$ cat src/rtl/rd_control_pkg.sv
// Shared definitions for the UART configuration link read-back path:
// state encodings, LED codes and frame size shared with the write path and register chains.
package rd_control_pkg;

  localparam int N_BYTES_DEF = 10;
  localparam int CW_DEF      = 4;

  typedef enum logic [2:0] {
    ST_IDLE      = 3'd0,
    ST_LOAD      = 3'd1,
    ST_WAIT_RDY  = 3'd2,
    ST_SEND      = 3'd3,
    ST_WAIT_BUSY = 3'd4,
    ST_WAIT_DONE = 3'd5,
    ST_SHIFT     = 3'd6,
    ST_DONE      = 3'd7
  } rd_state_e;

  localparam logic [2:0] LEDS_IDLE     = 3'b001;
  localparam logic [2:0] LEDS_LOAD     = 3'b100;
  localparam logic [2:0] LEDS_WAIT_RDY = 3'b101;
  localparam logic [2:0] LEDS_SEND     = 3'b010;
  localparam logic [2:0] LEDS_WAIT_TX  = 3'b110;
  localparam logic [2:0] LEDS_SHIFT    = 3'b011;
  localparam logic [2:0] LEDS_DONE     = 3'b111;
  localparam logic [2:0] LEDS_INVALID  = 3'b000;

endpackage

$ cat src/rtl/rd_control.sv
// Read-back control FSM: loads the config registers into the TX chain and streams
// N_BYTES bytes to the UART transmitter with a ready/start handshake.
module rd_control
  import rd_control_pkg::*;
#(
  parameter int N_BYTES = N_BYTES_DEF,
  parameter int CW      = CW_DEF
) (
  input  logic       clk,
  input  logic       rst_n,
  input  logic       start_rd,
  input  logic       txrdy,
  output logic       tx_start,
  output logic       load_txregs,
  output logic       shift_txregs,
  output logic       done_rd,
  output logic [2:0] rd_leds
);

  localparam logic [CW-1:0] LAST_IDX = CW'(N_BYTES - 1);

  rd_state_e     state_r;
  rd_state_e     next_state_s;
  logic [CW-1:0] count_r;

  // State register
  always_ff @(posedge clk or negedge rst_n) begin
    if (!rst_n) begin
      state_r <= ST_IDLE;
    end else begin
      state_r <= next_state_s;
    end
  end

  // Byte counter: cleared on load, advanced once per chain shift
  always_ff @(posedge clk or negedge rst_n) begin
    if (!rst_n) begin
      count_r <= '0;
    end else begin
      case (state_r)
        ST_LOAD:  count_r <= '0;
        ST_SHIFT: count_r <= count_r + CW'(1);
        default:  count_r <= count_r;
      endcase
    end
  end

  // Next-state logic
  always_comb begin
    next_state_s = ST_IDLE;
    case (state_r)
      ST_IDLE: begin
        if (start_rd) next_state_s = ST_LOAD;
        else          next_state_s = ST_IDLE;
      end
      ST_LOAD:     next_state_s = ST_WAIT_RDY;
      ST_WAIT_RDY: begin
        if (txrdy) next_state_s = ST_SEND;
        else       next_state_s = ST_WAIT_RDY;
      end
      ST_SEND:     next_state_s = ST_WAIT_BUSY;
      // Wait for the UART to acknowledge the byte by dropping ready
      ST_WAIT_BUSY: begin
        if (!txrdy) next_state_s = ST_WAIT_DONE;
        else        next_state_s = ST_WAIT_BUSY;
      end
      ST_WAIT_DONE: begin
        if (!txrdy)                  next_state_s = ST_WAIT_DONE;
        else if (count_r == LAST_IDX) next_state_s = ST_DONE;
        else                         next_state_s = ST_SHIFT;
      end
      ST_SHIFT:    next_state_s = ST_WAIT_RDY;
      ST_DONE:     next_state_s = ST_IDLE;
      default:     next_state_s = ST_IDLE;
    endcase
  end

  // Moore output decode
  always_comb begin
    tx_start     = 1'b0;
    load_txregs  = 1'b0;
    shift_txregs = 1'b0;
    done_rd      = 1'b0;
    rd_leds      = LEDS_INVALID;
    case (state_r)
      ST_IDLE:      rd_leds = LEDS_IDLE;
      ST_LOAD: begin
        rd_leds     = LEDS_LOAD;
        load_txregs = 1'b1;
      end
      ST_WAIT_RDY:  rd_leds = LEDS_WAIT_RDY;
      ST_SEND: begin
        rd_leds  = LEDS_SEND;
        tx_start = 1'b1;
      end
      ST_WAIT_BUSY: rd_leds = LEDS_WAIT_TX;
      ST_WAIT_DONE: rd_leds = LEDS_WAIT_TX;
      ST_SHIFT: begin
        rd_leds      = LEDS_SHIFT;
        shift_txregs = 1'b1;
      end
      ST_DONE: begin
        rd_leds = LEDS_DONE;
        done_rd = 1'b1;
      end
      default: rd_leds = LEDS_INVALID;
    endcase
  end

endmodule

$ cat config.mk
export PLATFORM = sky130hd
export DESIGN_NAME = rd_control
export DESIGN_NICKNAME = d
export VERILOG_FILES = /design/src/rtl/rd_control_pkg.sv /design/src/rtl/rd_control.sv
export SDC_FILE = /design/constraint.sdc
export NUM_CORES = 1
export LEC_CHECK = 0
export ABC_AREA = 1
export CORE_AREA = 8 8 45 47
export DETAILED_ROUTE_END_ITERATION = 12
export DIE_AREA = 0 0 53 55
export SYNTH_ARGS = -nofsm -noshare
export SYNTH_HDL_FRONTEND = slang
export SYNTH_SLANG_ARGS = --single-unit
export TNS_END_PERCENT = 100
$ cat constraint.sdc
create_clock -name clk -period 1.1 [get_ports clk]
set_clock_uncertainty 0.1 [all_clocks]
set_input_delay 0.22 -clock clk [delete_from_list [all_inputs] [get_ports clk]]
set_output_delay 0.22 -clock clk [all_outputs]
set_load 0.02 [all_outputs]
== Yosys cells after proc, flatten, opt, wreduce, memory -nomap -nowiden ==
Index checks and enable logic that the tools add are counted.
Operators by class
  bitwise operators: 0
  shift operators: 0
  $lt $le $gt $ge: 0
  $mul: 0
  equal/unequal tests: 8
  reduce and logical (&&, ||, !) cells: 4
  $add $sub $neg: 1
  multiplexer cells: 12
  divide/modulo/power cells: 0
Operator list (count)
  3-bit case mux with 7 select lines: 2
  3-bit equality test, second input constant: 4
  1-bit two-way mux: 8
  4-bit case mux with 2 select lines: 1
  3-bit by 2-bit equality test with 1-bit output, second input constant: 2
  4-bit by 1-bit adder with 4-bit output, second input constant: 1
  4-bit equality test, second input constant: 1
  2-bit OR reduction: 2
  3-bit by 1-bit equality test with 1-bit output, second input constant: 1
  3-bit logical NOT: 1
  2-bit two-way mux: 1
  2-bit nonzero test: 1
Storage, ports and cells
  memory bits (writable): 0
  bits in latches: 0
  output and inout port bits: 7
  memory bits (read-only): 0
  memories kept: 0
  bits of input ports: 4
  register bits: 7
  logic and storage cells: 27

== Logic depth before layout (Yosys ltp) ==
Gate-level depths: netlist of run 1.
  depth after elaboration: 4
  mapped depth: 6
  gate-level depth less buffers: 6

== Worst setup path after synthesis of run 1 ==
OpenSTA, ideal clock, no wires.
  path type: reg2out
  from: reg state_r[0]
  to: out rd_leds[2]
  buffers on the path: 1
  arrival: 1165 ps
  cell stages (with the launch flop): 5
  path slack: -385 ps
  data required time: 780 ps
  cells stage by stage: dfrtp_1 clkbuf_2 nand2_1 nand2_1 o22ai_1
Between the ends
  longest elaborated chain between the ends: 3
  elaborated cells between the ends (all ways): 10
  those cells by class: 7 x eq/ne; 1 x mux; 2 x reduce/logical
Ends and longest elaborated chain
  from (decl): line rd_control.sv:22  | rd_state_e state_r;
  from (signal assigned): line rd_control.sv:31  | state_r <= next_state_s;
  3-bit equality test: line rd_control.sv:85  | case (state_r)
  2-bit OR reduction (no line)
  3-bit case mux with 7 select lines *: line rd_control.sv:85
  to (decl): line rd_control.sv:17  | output logic [2:0] rd_leds
Every way passes the cells marked *; elsewhere a longest branch is shown, timed or not.

== Worst setup path in the final report of run 1 ==
  from: reg state_r[1]
  to: out rd_leds[0]
The elaborated chain is that of the path after synthesis.

==> results of run 1 <==
[cells in the final DEF (no fill, tap or decap)]
cell type,n
sky130_fd_sc_hd__clkdlybuf4s50_1,3
sky130_fd_sc_hd__xor2_1,1
sky130_fd_sc_hd__inv_2,1
sky130_fd_sc_hd__o21bai_1,1
sky130_fd_sc_hd__dfrtp_1,4
sky130_fd_sc_hd__nor2_1,1
sky130_fd_sc_hd__buf_6,10
sky130_fd_sc_hd__a21oi_2,1
sky130_fd_sc_hd__inv_4,2
sky130_fd_sc_hd__o21ai_2,1
sky130_fd_sc_hd__o22ai_4,1
sky130_fd_sc_hd__o21ai_1,3
sky130_fd_sc_hd__nand4_1,1
sky130_fd_sc_hd__nor2_4,2
sky130_fd_sc_hd__nor2_2,6
sky130_fd_sc_hd__clkbuf_1,1
sky130_fd_sc_hd__buf_4,14
sky130_fd_sc_hd__ha_1,2
sky130_fd_sc_hd__dfrtp_2,3
sky130_fd_sc_hd__nand3_1,8
sky130_fd_sc_hd__nand2_1,7
sky130_fd_sc_hd__nand2_4,3
sky130_fd_sc_hd__nand2_2,4
sky130_fd_sc_hd__clkbuf_4,3
sky130_fd_sc_hd__buf_2,1
sky130_fd_sc_hd__nand3_2,1
sky130_fd_sc_hd__inv_1,4
[power breakdown]
part / switching (mW) / internal (mW) / total, mW / leakage [nW]
Combinational: 0.742 / 0.821 / 1.56 / 0.301
Sequential: 0.159 / 0.351 / 0.510 / 0.0878
Clock: 0.0912 / 0.138 / 0.229 / 0.0150
[critical path, cell delays in order, from the launching register on]
cell                      delay [ns]
sky130_fd_sc_hd__dfrtp_2        0.46
sky130_fd_sc_hd__buf_4          0.16
sky130_fd_sc_hd__nand2_2        0.07
sky130_fd_sc_hd__o21ai_1        0.07
sky130_fd_sc_hd__buf_2          0.16
[stage by stage]
stage / TNS, ns / worst slack (ns) / power [mW]
after floorplan: -0.401 / -0.0760 / 1.18
after global placement: -4.69 / -0.604 / 1.75
after detailed placement: -5.06 / -0.626 / 1.77
after CTS: -2.94 / -0.386 / 2.15
after global routing: -3.48 / -0.442 / 2.48
final: -2.89 / -0.387 / 2.30
[flip-flops by register name, indices dropped and copies added (netlist names)]
| register | cells |
|---|---|
| state_r | 3 |
| count_r | 4 |
[cell families (layout without fill, tap and decap cells)]
family / count (synthesis) / in the layout / synth area share (%)
flops: 7 / 7 / 39.7
fa+ha+maj: 2 / 2 / 5.66
simple gates: 33 / 33 / 35.1
xor+xnor: 1 / 1 / 1.98
compound gates: 7 / 7 / 10.5
buf+inv: 8 / 39 / 7.08
[routing by layer]
layer  vias to the layer above  wire length [um]
met4                         0                27
met5                         -                 0
met1                       237               494
met3                         2                55
met2                        10               659
li1                        251                 -
[area by class of cell]
| class | instances | area share (%) |
|---|---|---|
| sequential | 7 | 22.1 |
| multi-input combinational | 43 | 37.0 |
| tap | 16 | 2.48 |
| inverter | 7 | 3.87 |
| timing repair buffer | 28 | 31.3 |
| clock buffer | 4 | 3.25 |
[path summary, 6_finish.rpt]
| check | end | slack (ns) |
|---|---|---|
| setup / recovery | rd_leds[0] | -0.39 |
| hold / removal | count_r[0] | 0.14 |
| setup reg to reg | count_r[3] | -0.13 |
| hold reg to reg | count_r[3] | 0.49 |
| max in group asynchronous | state_r[2] | 0.49 |
| min in group clk | state_r[0] | 0.45 |
[what timing repair did]
action,4_1_cts,5_1_grt
endpoints found under the hold margin,0,0
buffers inserted,3,3
resized for setup,47,11
pin swaps,3,5
setup endpoints to repair,13,14
==> impl_summary.txt, run 1 <==
----------------------------------------------------
[Worst setup path]
  R2r startpoint ... state_r[0]
  Startpoint class of the critical path ... register
  Path type of the worst setup path ... register to primary output
  Crit path arrival time ... roughly 1.2 ns
  First element of the critical path ... state_r[1]
  Number of cells on the worst reg-to-reg path ... 5
  Critical Path Sink Type ... primary output
  Required time reported for the critical path endpoint ... 0.78 ns
  Crit path max fanout ... 5

[Synth]
  Flops & latches, synth ... 7
  Post-Syn Instances ... 58
  Largest cells by area after synthesis ... sky130_fd_sc_hd__dfrtp_1 40%, sky130_fd_sc_hd__nand2_1 10%, sky130_fd_sc_hd__nand3_1 9.1%, sky130_fd_sc_hd__ha_1 5.7%, sky130_fd_sc_hd__nor2_1 5.1%
  Warnings from Yosys ... 0
  Synthesized Nets ... 64
  Sequential element share of the synthesized area ... between 30% and 40%
  Area share of the largest cell type after synthesis ... ~40%
  Count of flip-flops with a built-in enable after synthesis ... 0
  Most instantiated library cell after synthesis ... sky130_fd_sc_hd__nand2_1
  Cell Area, Synth ... 442 sq um
  Cell variety after synth ... 19
  Ys async rst share ... 100%
  List of most frequent post-synthesis cells ... 12 x sky130_fd_sc_hd__nand2_1, 8 x sky130_fd_sc_hd__nand3_1, 7 x sky130_fd_sc_hd__dfrtp_1, 6 x sky130_fd_sc_hd__nor2_1, 5 x sky130_fd_sc_hd__inv_1
  Top FF cell, synth ... sky130_fd_sc_hd__dfrtp_1
  Average cell area after synthesis ... about 7.6 sq um
  Library cell occupying the most area in the post-synthesis netlist ... sky130_fd_sc_hd__dfrtp_1

[STA]
  RSZ-0062 raised after global routing ... yes
  Number of hold-slack violations in the final timing report ... 0
  Min Hold Slack ... about 0.14 ns
  Setup-failing EPs final ... 13
  Setup ws final ... -0.387 ns
  Highest Clock Rate ... slightly below 700 MHz
  Slew Limit Fails ... 0
  Remaining max-slew budget at the tightest pin ... between 70% and 80%
  Part of the cycle the worst path needs ... 135%
  Post-route minimum period ... 1.49 ns
  Tightest Pin Transition ... approximately 0.33 ns

[Final layout]
  Fraction of final layout cells with drive strength greater than 1 ... between 50% and 60%
  Area taken by flip-flops and latches ... between 150 and 200 sq um
  Final instance area ... just over 800 sq um
  Number of filler instances in the final layout ... about 130
  Antenna cell count ... 0
  P&R area growth vs syn ... 83.0%
  Post-layout nets ... 96
  Total area of multi-input combinational cells ... between 200 and 300 sq um
  Core utilization of the finished layout ... approximately three fifths
  Non-filler cells, final ... 105

[Clock network]
  Hold buffers post-CTS ... 0
  Number of H-tree branching levels ... 1
  Root Buffer ... sky130_fd_sc_hd__clkbuf_4
  Largest buffer count on any clock path ... 2
  Worst-Skew Late Latency ... between 0.2 and 0.3 ns
  CTS buffer count ... 3
  CTS clock-pin slew for the worst setup and hold paths ... 0.05 ns
  TritonCTS clock tree ... built
  TritonCTS Sinks ... 7

[Global route]
  Initial antenna violation count ... 0
  Global-route wire length before repair ... about 2100 um
  Global-route met3 utilization ... under 10%
  Overall routing resource usage ... between 10 and 15%
  Met2 routing resource usage after global routing ... between 10% and 20%
  Global routing's busiest layer ... met2
  Largest net degree at the start of global routing ... 8
  Vias in the first global route ... 532
  Total gr overflow ... 0
  Met1 demand-to-capacity share in global routing ... 8.87%

[Floorplan]
  Die Ht ... around 55 um
  Initial core utilization ... a little under a third
  Area of the die ... between 2000 and 3000 sq um
  Die outline width ... 53 um
  Core ar. ... 1380 sq um
  Io pins ... 11
  Count of standard-cell rows ... 14

[Route]
  Number of nets still failing antenna checks after routing ... 0
  Detailed-router iteration count before antenna repair ... 4
  Count of routing violations after the opening detailed-route iteration ... 5
  Avg WL per Cell ... around 12 um
  Count of unresolved DRC violations after routing ... 0
  Via Count ... 500
  Average via count per standard cell ... 4.76
  Aggregate routed wire length ... around 1200 um

[Outcome]
  Violated checks ... setup timing
  Outcome ... complete, but fails checks

[Placed design]
  Post-Place Cell Area ... roughly 700 sq um
  Post-detail-place hpwl ... around 940 um
  IO Port Bufs ... 10
  Cell count after placement ... 96
  Final weighted congestion of routability-driven global placement ... roughly 0.75

[Job]
  Reported max-cap violation count ... 0

[Power]
  LEAKAGE ... approximately 0.4 nW
  Peak supply drop ... 1880 uV
  Power per cell area ... around 2800 nW/um^2

[Min path]
  Class of the tightest hold or removal check ... input pin to asynchronous set/reset pin

----------------------------------------------------
Power figures use the tool's default switching activity.
==> inputs of run 2 (changes only) <==
- CORE_AREA: 8 8 45 47 -> 2 2 39 41
- DIE_AREA: 0 0 53 55 -> 0 0 41 43
==> impl_summary.txt, run 2 (same netlist as run 1, synthesis figures left out) <==
----------------------------------------------------
[Outcome]
  Outcome ... complete, but fails checks
  Violated checks ... setup timing

[Worst setup path]
  Path type of the worst setup path ... register to primary output
  Startpoint class of the critical path ... register
  Crit path max fanout ... 5 (unchanged)
  Critical Path Sink Type ... primary output
  Required time reported for the critical path endpoint ... 0.78 ns (about the same)
  Crit path arrival time ... 1.15 ns (-0.02 ns)

[STA]
  Setup ws final ... -0.372 ns (+0.0154 ns)
  Slew Limit Fails ... 0 (unchanged)
  Number of hold-slack violations in the final timing report ... 0 (unchanged)
  Setup-failing EPs final ... 14 (+1)
  Part of the cycle the worst path needs ... 134% (-1.4 points)
  Post-route minimum period ... 1.47 ns (-0.0154 ns)
  Tightest Pin Transition ... 0.335 ns (+0.00447 ns)
  Remaining max-slew budget at the tightest pin ... 77.6% (-0.30 points)
  Setup TNS Final ... -3.09 ns (-0.202 ns)
  Highest Clock Rate ... 679 MHz (+1.0%)
  RSZ-0062 raised after global routing ... yes

[Final layout]
  Antenna cell count ... 0 (unchanged)
  Most common library cell in the layout ignoring fill and taps ... sky130_fd_sc_hd__buf_4
  Area taken by flip-flops and latches ... 179 sq um (unchanged)
  Register with the highest flop count ... count_r
  Commonest cells after routing, fill and taps aside ... 15 x sky130_fd_sc_hd__buf_4, 8 x sky130_fd_sc_hd__nand3_1, 8 x sky130_fd_sc_hd__nand2_1, 8 x sky130_fd_sc_hd__buf_6
  Flip-flop count of the largest register after layout ... 4 (unchanged)
  Number of filler instances in the final layout ... 126 (unchanged)
  Biggest registers after layout ... count_r (4), state_r (3)
  P&R area growth vs syn ... 76.2%
  Total area of multi-input combinational cells ... 289 sq um (-3.3%)
  Post-layout nets ... 94 (-2.1%)
  Fraction of final layout cells with drive strength greater than 1 ... 54.0% (-5.5 points)

[Floorplan]
  Initial core utilization ... 31.9% (unchanged)
  Count of standard-cell rows ... 14 (unchanged)
  Area of the die ... 1760 sq um (-40%)
  Die Ht ... 43 um (-22%)
  Core ar. ... 1380 sq um (unchanged)
  Io pins ... 11 (unchanged)
  Die outline width ... 41 um (-23%)

[Job]
  Reported max-cap violation count ... 0 (unchanged)

[Global route]
  Met1 demand-to-capacity share in global routing ... 16.2% (+7.3 points)
  Initial antenna violation count ... 0 (unchanged)
  Overall routing resource usage ... 14.7% (+4.7 points)
  Met2 routing resource usage after global routing ... 22.5% (+4.3 points)
  Global routing's busiest layer ... met2
  Global-route wire length before repair ... 1690 um (-20%)
  Total gr overflow ... 0 (unchanged)
  Vias in the first global route ... 440 (-17%)
  Global-route met3 utilization ... 4.71% (+2.6 points)
  Largest net degree at the start of global routing ... 8 (unchanged)

[Placed design]
  Final weighted congestion of routability-driven global placement ... 0.750 (+0.23%)
  Post-detail-place hpwl ... 793 um (-16%)
  IO Port Bufs ... 10 (unchanged)

[Clock network]
  CTS buffer count ... 3 (unchanged)
  TritonCTS clock tree ... built
  Worst-Skew Late Latency ... 0.25 ns (about the same)
  TritonCTS Sinks ... 7 (unchanged)
  Largest buffer count on any clock path ... 2 (unchanged)
  Root Buffer ... sky130_fd_sc_hd__clkbuf_4
  Number of H-tree branching levels ... 1 (unchanged)
  CTS clock-pin slew for the worst setup and hold paths ... 0.05 ns (about the same)
  Hold buffers post-CTS ... 0 (unchanged)

[Power]
  Peak supply drop ... 1870 uV (-0.23%)
  Power per cell area ... 2830 nW/um^2 (-0.57%)
  Part of the total power dissipated in sequential elements ... 23.4% (+1.3 points)
  Part of the total power dissipated in combinational logic ... 65.9% (-2.0 points)
  Share of total power in the clock network ... 10.7% (+0.7 points)
  Total power ... 2.20 mW (-4.3%)
  Internal power ... 1.26 mW (-3.9%)
  Net Switching ... 944 uW (-4.8%)
  LEAKAGE ... 0.393 nW (-2.9%)
  Switching share of power ... 42.9% (-0.22 points)

[Min path]
  Class of the tightest hold or removal check ... input pin to asynchronous set/reset pin

[Route]
  Avg WL per Cell ... 9.94 um (-16%)
  Detailed-router iteration count before antenna repair ... 4 (unchanged)
  Count of unresolved DRC violations after routing ... 0 (unchanged)
  Count of routing violations after the opening detailed-route iteration ... 3 (-2)
  Aggregate routed wire length ... 1020 um (-17%)
  Number of nets still failing antenna checks after routing ... 0 (unchanged)
  Average via count per standard cell ... 4.70 (-1.3%)
  Via Count ... 484 (-3.2%)

----------------------------------------------------
==> run 2: final timing paths <==
| kind | start | end | slack, ns | depth (start not counted) |
|---|---|---|---|---|
| max | state_r[1] | rd_leds[2] | -0.37 | 4 |
| min | rst_n | count_r[3] | 0.13 | 1 |
| max reg2reg | state_r[0] | count_r[1] | -0.18 | 6 |
| min reg2reg | count_r[3] | count_r[3] | 0.46 | 2 |
| max in group asynchronous | rst_n | state_r[2] | 0.50 | 1 |
| min in group clk | start_rd | state_r[0] | 0.45 | 3 |
==> run 2: metrics by stage <==
step                utilization [%]  instances  instance area, sq um  worst slack, ns  hold slack, ns
global placement               49.3         95                   682           -0.598           0.417
finish                         56.2        103                   778           -0.372           0.133
floorplan                         -         58                   485          -0.0760          -0.176
detailed placement             49.3         95                   682           -0.603           0.414
global route                   56.2        103                   778           -0.429           0.151
CTS                            54.5        101                   754           -0.376           0.141
==> run 2: layer usage <==
layer / wire (um) / vias up
met2: 552 / 14
li1: - / 250
met5: 0 / -
met3: 41 / 2
met4: 15 / 0
met1: 414 / 218
==> run 2: critical path, cell delays in order, from the launching register on <==
cell and delay [ns]:
sky130_fd_sc_hd__dfrtp_2 0.47, sky130_fd_sc_hd__inv_4 0.10, sky130_fd_sc_hd__nor2_4 0.05, sky130_fd_sc_hd__o22ai_4 0.14, sky130_fd_sc_hd__buf_6 0.13
==> run 2: what timing repair did <==
item / CTS / global route
gates resized for setup: 49 / 4
buffers inserted: 2 / 2
setup endpoints to repair: 13 / 14
pin swaps: 2 / 0
==> run 2: area by class of cell <==
type,instances,share of cell area [%]
clock buffers,4,3.38
inverters,7,4.02
multi-input cells,43,37.1
flip-flops and latches,7,23.0
well taps,16,2.57
repair buffers,26,29.9
==> run 2: power groups by stage <==
stage / Sequential, mW / Clock (mW) / Combinational, mW
finish: 0.515 / 0.236 / 1.45
global route: 0.528 / 0.272 / 1.57
CTS: 0.515 / 0.246 / 1.37
detailed placement: 0.493 / 0 / 1.23
global placement: 0.485 / 0 / 1.23
floorplan: 0.455 / 0 / 0.724
==> inputs of run 3 (changes only) <==
- PLACE_DENSITY_LB_ADDON: not set -> 0.15
==> impl_summary.txt, run 3 (same netlist as run 1, synthesis figures left out) <==
----------------------------------------------------
[Outcome]
  Outcome ... complete, but fails checks
  Violated checks ... setup timing

[Global route]
  Vias in the first global route ... 436 (-0.91%)
  Global-route wire length before repair ... 1820 um (+7.8%)
  Total gr overflow ... 0 (unchanged)
  Overall routing resource usage ... 16.0% (+1.3 points)
  Initial antenna violation count ... 0 (unchanged)
  Largest net degree at the start of global routing ... 8 (unchanged)

[Power]
  Part of the total power dissipated in combinational logic ... 64.3% (-1.6 points)
  Switching share of power ... 44.6% (+1.7 points)
  LEAKAGE ... 0.379 nW (-3.4%)
  Part of the total power dissipated in sequential elements ... 24.7% (+1.3 points)
  Internal power ... 1.19 mW (-5.7%)
  Share of total power in the clock network ... 11.0% (+0.3 points)
  Net Switching ... 955 uW (+1.1%)
  Power per cell area ... 2830 nW/um^2 (about the same)
  Peak supply drop ... 1920 uV (+2.3%)

[Worst setup path]
  Critical Path Sink Type ... primary output
  Startpoint class of the critical path ... register
  Path type of the worst setup path ... register to primary output
  Slowest cell on the critical path ... sky130_fd_sc_hd__dfrtp_2
  Critical path cell sequence ... inv_4 > nor2_4 > o22ai_4 > buf_6
  Crit path arrival time ... 1.15 ns (about the same)
  Max incr delay on CP ... 0.47 ns (about the same)
  Crit path max fanout ... 5 (unchanged)
  Required time reported for the critical path endpoint ... 0.78 ns (about the same)

[STA]
  RSZ-0062 raised after global routing ... yes
  Remaining max-slew budget at the tightest pin ... 76.4% (-1.2 points)
  Highest Clock Rate ... 678 MHz (-0.19%)
  Part of the cycle the worst path needs ... 134% (+0.25 points)
  Number of hold-slack violations in the final timing report ... 0 (unchanged)
  Setup ws final ... -0.375 ns (-0.00279 ns)
  Setup-failing EPs final ... 14 (unchanged)
  Min Hold Slack ... 0.144 ns (+0.0109 ns)
  Post-route minimum period ... 1.47 ns (+0.00279 ns)
  Slew Limit Fails ... 0 (unchanged)
  Tightest Pin Transition ... 0.354 ns (+0.0182 ns)

[Final layout]
  Number of filler instances in the final layout ... 139 (+10%)
  Antenna cell count ... 0 (unchanged)
  Final instance area ... 757 sq um (-2.7%)
  Post-layout nets ... 91 (-3.2%)
  Fraction of final layout cells with drive strength greater than 1 ... 53.6% (-0.45 points)
  Biggest registers after layout ... count_r (4), state_r (3)
  Register with the highest flop count ... count_r
  Commonest cells after routing, fill and taps aside ... 12 x sky130_fd_sc_hd__buf_4, 8 x sky130_fd_sc_hd__nand2_1, 8 x sky130_fd_sc_hd__nand3_1, 7 x sky130_fd_sc_hd__buf_6
  Flip-flop count of the largest register after layout ... 4 (unchanged)
  P&R area growth vs syn ... 71.4%
  Most common library cell in the layout ignoring fill and taps ... sky130_fd_sc_hd__buf_4

[Route]
  Aggregate routed wire length ... 1100 um (+7.2%)
  Detailed-router iteration count before antenna repair ... 4 (unchanged)
  Count of unresolved DRC violations after routing ... 0 (unchanged)
  Via Count ... 468 (-3.3%)
  Count of routing violations after the opening detailed-route iteration ... 3 (unchanged)
  Average via count per standard cell ... 4.68 (-0.40%)
  Avg WL per Cell ... 11.0 um (+10%)
  Number of nets still failing antenna checks after routing ... 0 (unchanged)

[Floorplan]
  Core ar. ... 1380 sq um (unchanged)
  Area of the die ... 1760 sq um (unchanged)
  Initial core utilization ... 31.9% (unchanged)
  Io pins ... 11 (unchanged)
  Count of standard-cell rows ... 14 (unchanged)
  Die Ht ... 43 um (unchanged)
  Die outline width ... 41 um (unchanged)

[Clock network]
  CTS buffer count ... 3 (unchanged)
  TritonCTS Sinks ... 7 (unchanged)
  TritonCTS clock tree ... built
  Worst-Skew Late Latency ... 0.25 ns (about the same)
  Largest buffer count on any clock path ... 2 (unchanged)
  Number of H-tree branching levels ... 1 (unchanged)
  Hold buffers post-CTS ... 0 (unchanged)
  Root Buffer ... sky130_fd_sc_hd__clkbuf_4
  CTS clock-pin slew for the worst setup and hold paths ... 0.05 ns (about the same)

[Placed design]
  IO Port Bufs ... 10 (unchanged)
  Post-Place Cell Area ... 667 sq um (-2.2%)
  Post-detail-place hpwl ... 784 um (-1.1%)
  Final weighted congestion of routability-driven global placement ... 0.779 (+3.9%)

[Job]
  Reported max-cap violation count ... 0 (unchanged)

[Min path]
  Class of the tightest hold or removal check ... input pin to asynchronous set/reset pin

----------------------------------------------------
## run 3: power by group through the flow
stage	registers, mW	logic [mW]	clock network, mW
after floorplan	0.455	0.724	0
after global placement	0.497	1.17	0
after detailed placement	0.503	1.18	0
after CTS	0.528	1.34	0.246
after global routing	0.546	1.49	0.268
final	0.529	1.38	0.236
## run 3: metal layers
layer | routed length [um] | up-vias | global-route usage, %
met3 | 28 | 2 | 4.71
met5 | 0 | - | 0
met4 | 19 | 0 | 12.0
met1 | 471 | 218 | 19.5
li1 | - | 239 | -
met2 | 577 | 9 | 22.5
## run 3: what timing repair did
item,in CTS,in global routing
pin swaps,4,7
gates resized for setup,48,4
setup buffers,3,1
endpoints found under the setup margin,13,14
## run 3: cell type report
cell class	count	area (sq um)	area share, %
Clock buffer	4	26.3	3.47
Sequential cell	7	179	23.6
Multi-Input combinational cell	43	297	39.2
Tap cell	16	20.0	2.64
Inverter	7	31.3	4.13
Timing Repair Buffer	23	204	26.9
## run 3: worst paths after layout
kind	startpoint	end	slack, ns	cells after the start
min in group clk	start_rd	state_r[0]	0.46	3
worst min-delay path	rst_n	count_r[1]	0.14	1
worst max register to register	state_r[1]	count_r[0]	-0.18	7
max in group asynchronous	rst_n	state_r[2]	0.48	1
worst min register to register	count_r[3]	count_r[3]	0.47	2
worst max-delay path	state_r[1]	rd_leds[2]	-0.37	4
## run 3: worst max-delay path, delay by kind of cell (launching register included)
| family | cells | cell delay [ns] |
|---|---|---|
| AO/OA/AOI/OAI | 1 | 0.15 |
| buffers and inverters | 2 | 0.23 |
| flip-flops | 1 | 0.47 |
| AND/OR/NAND/NOR | 1 | 0.05 |
## run 3: per-stage QoR
stage               setup TNS [ns]  util (%)  total power [mW]  setup WS [ns]  instances
floorplan                   -0.401         -              1.18        -0.0760         58
global placement             -4.80      48.2              1.67         -0.606         93
detailed placement           -4.99      48.2              1.68         -0.613         93
CTS                          -3.10      53.7              2.11         -0.376        100
global route                 -3.91      54.7              2.31         -0.430        100
finish                       -3.09      54.7              2.14         -0.375        100
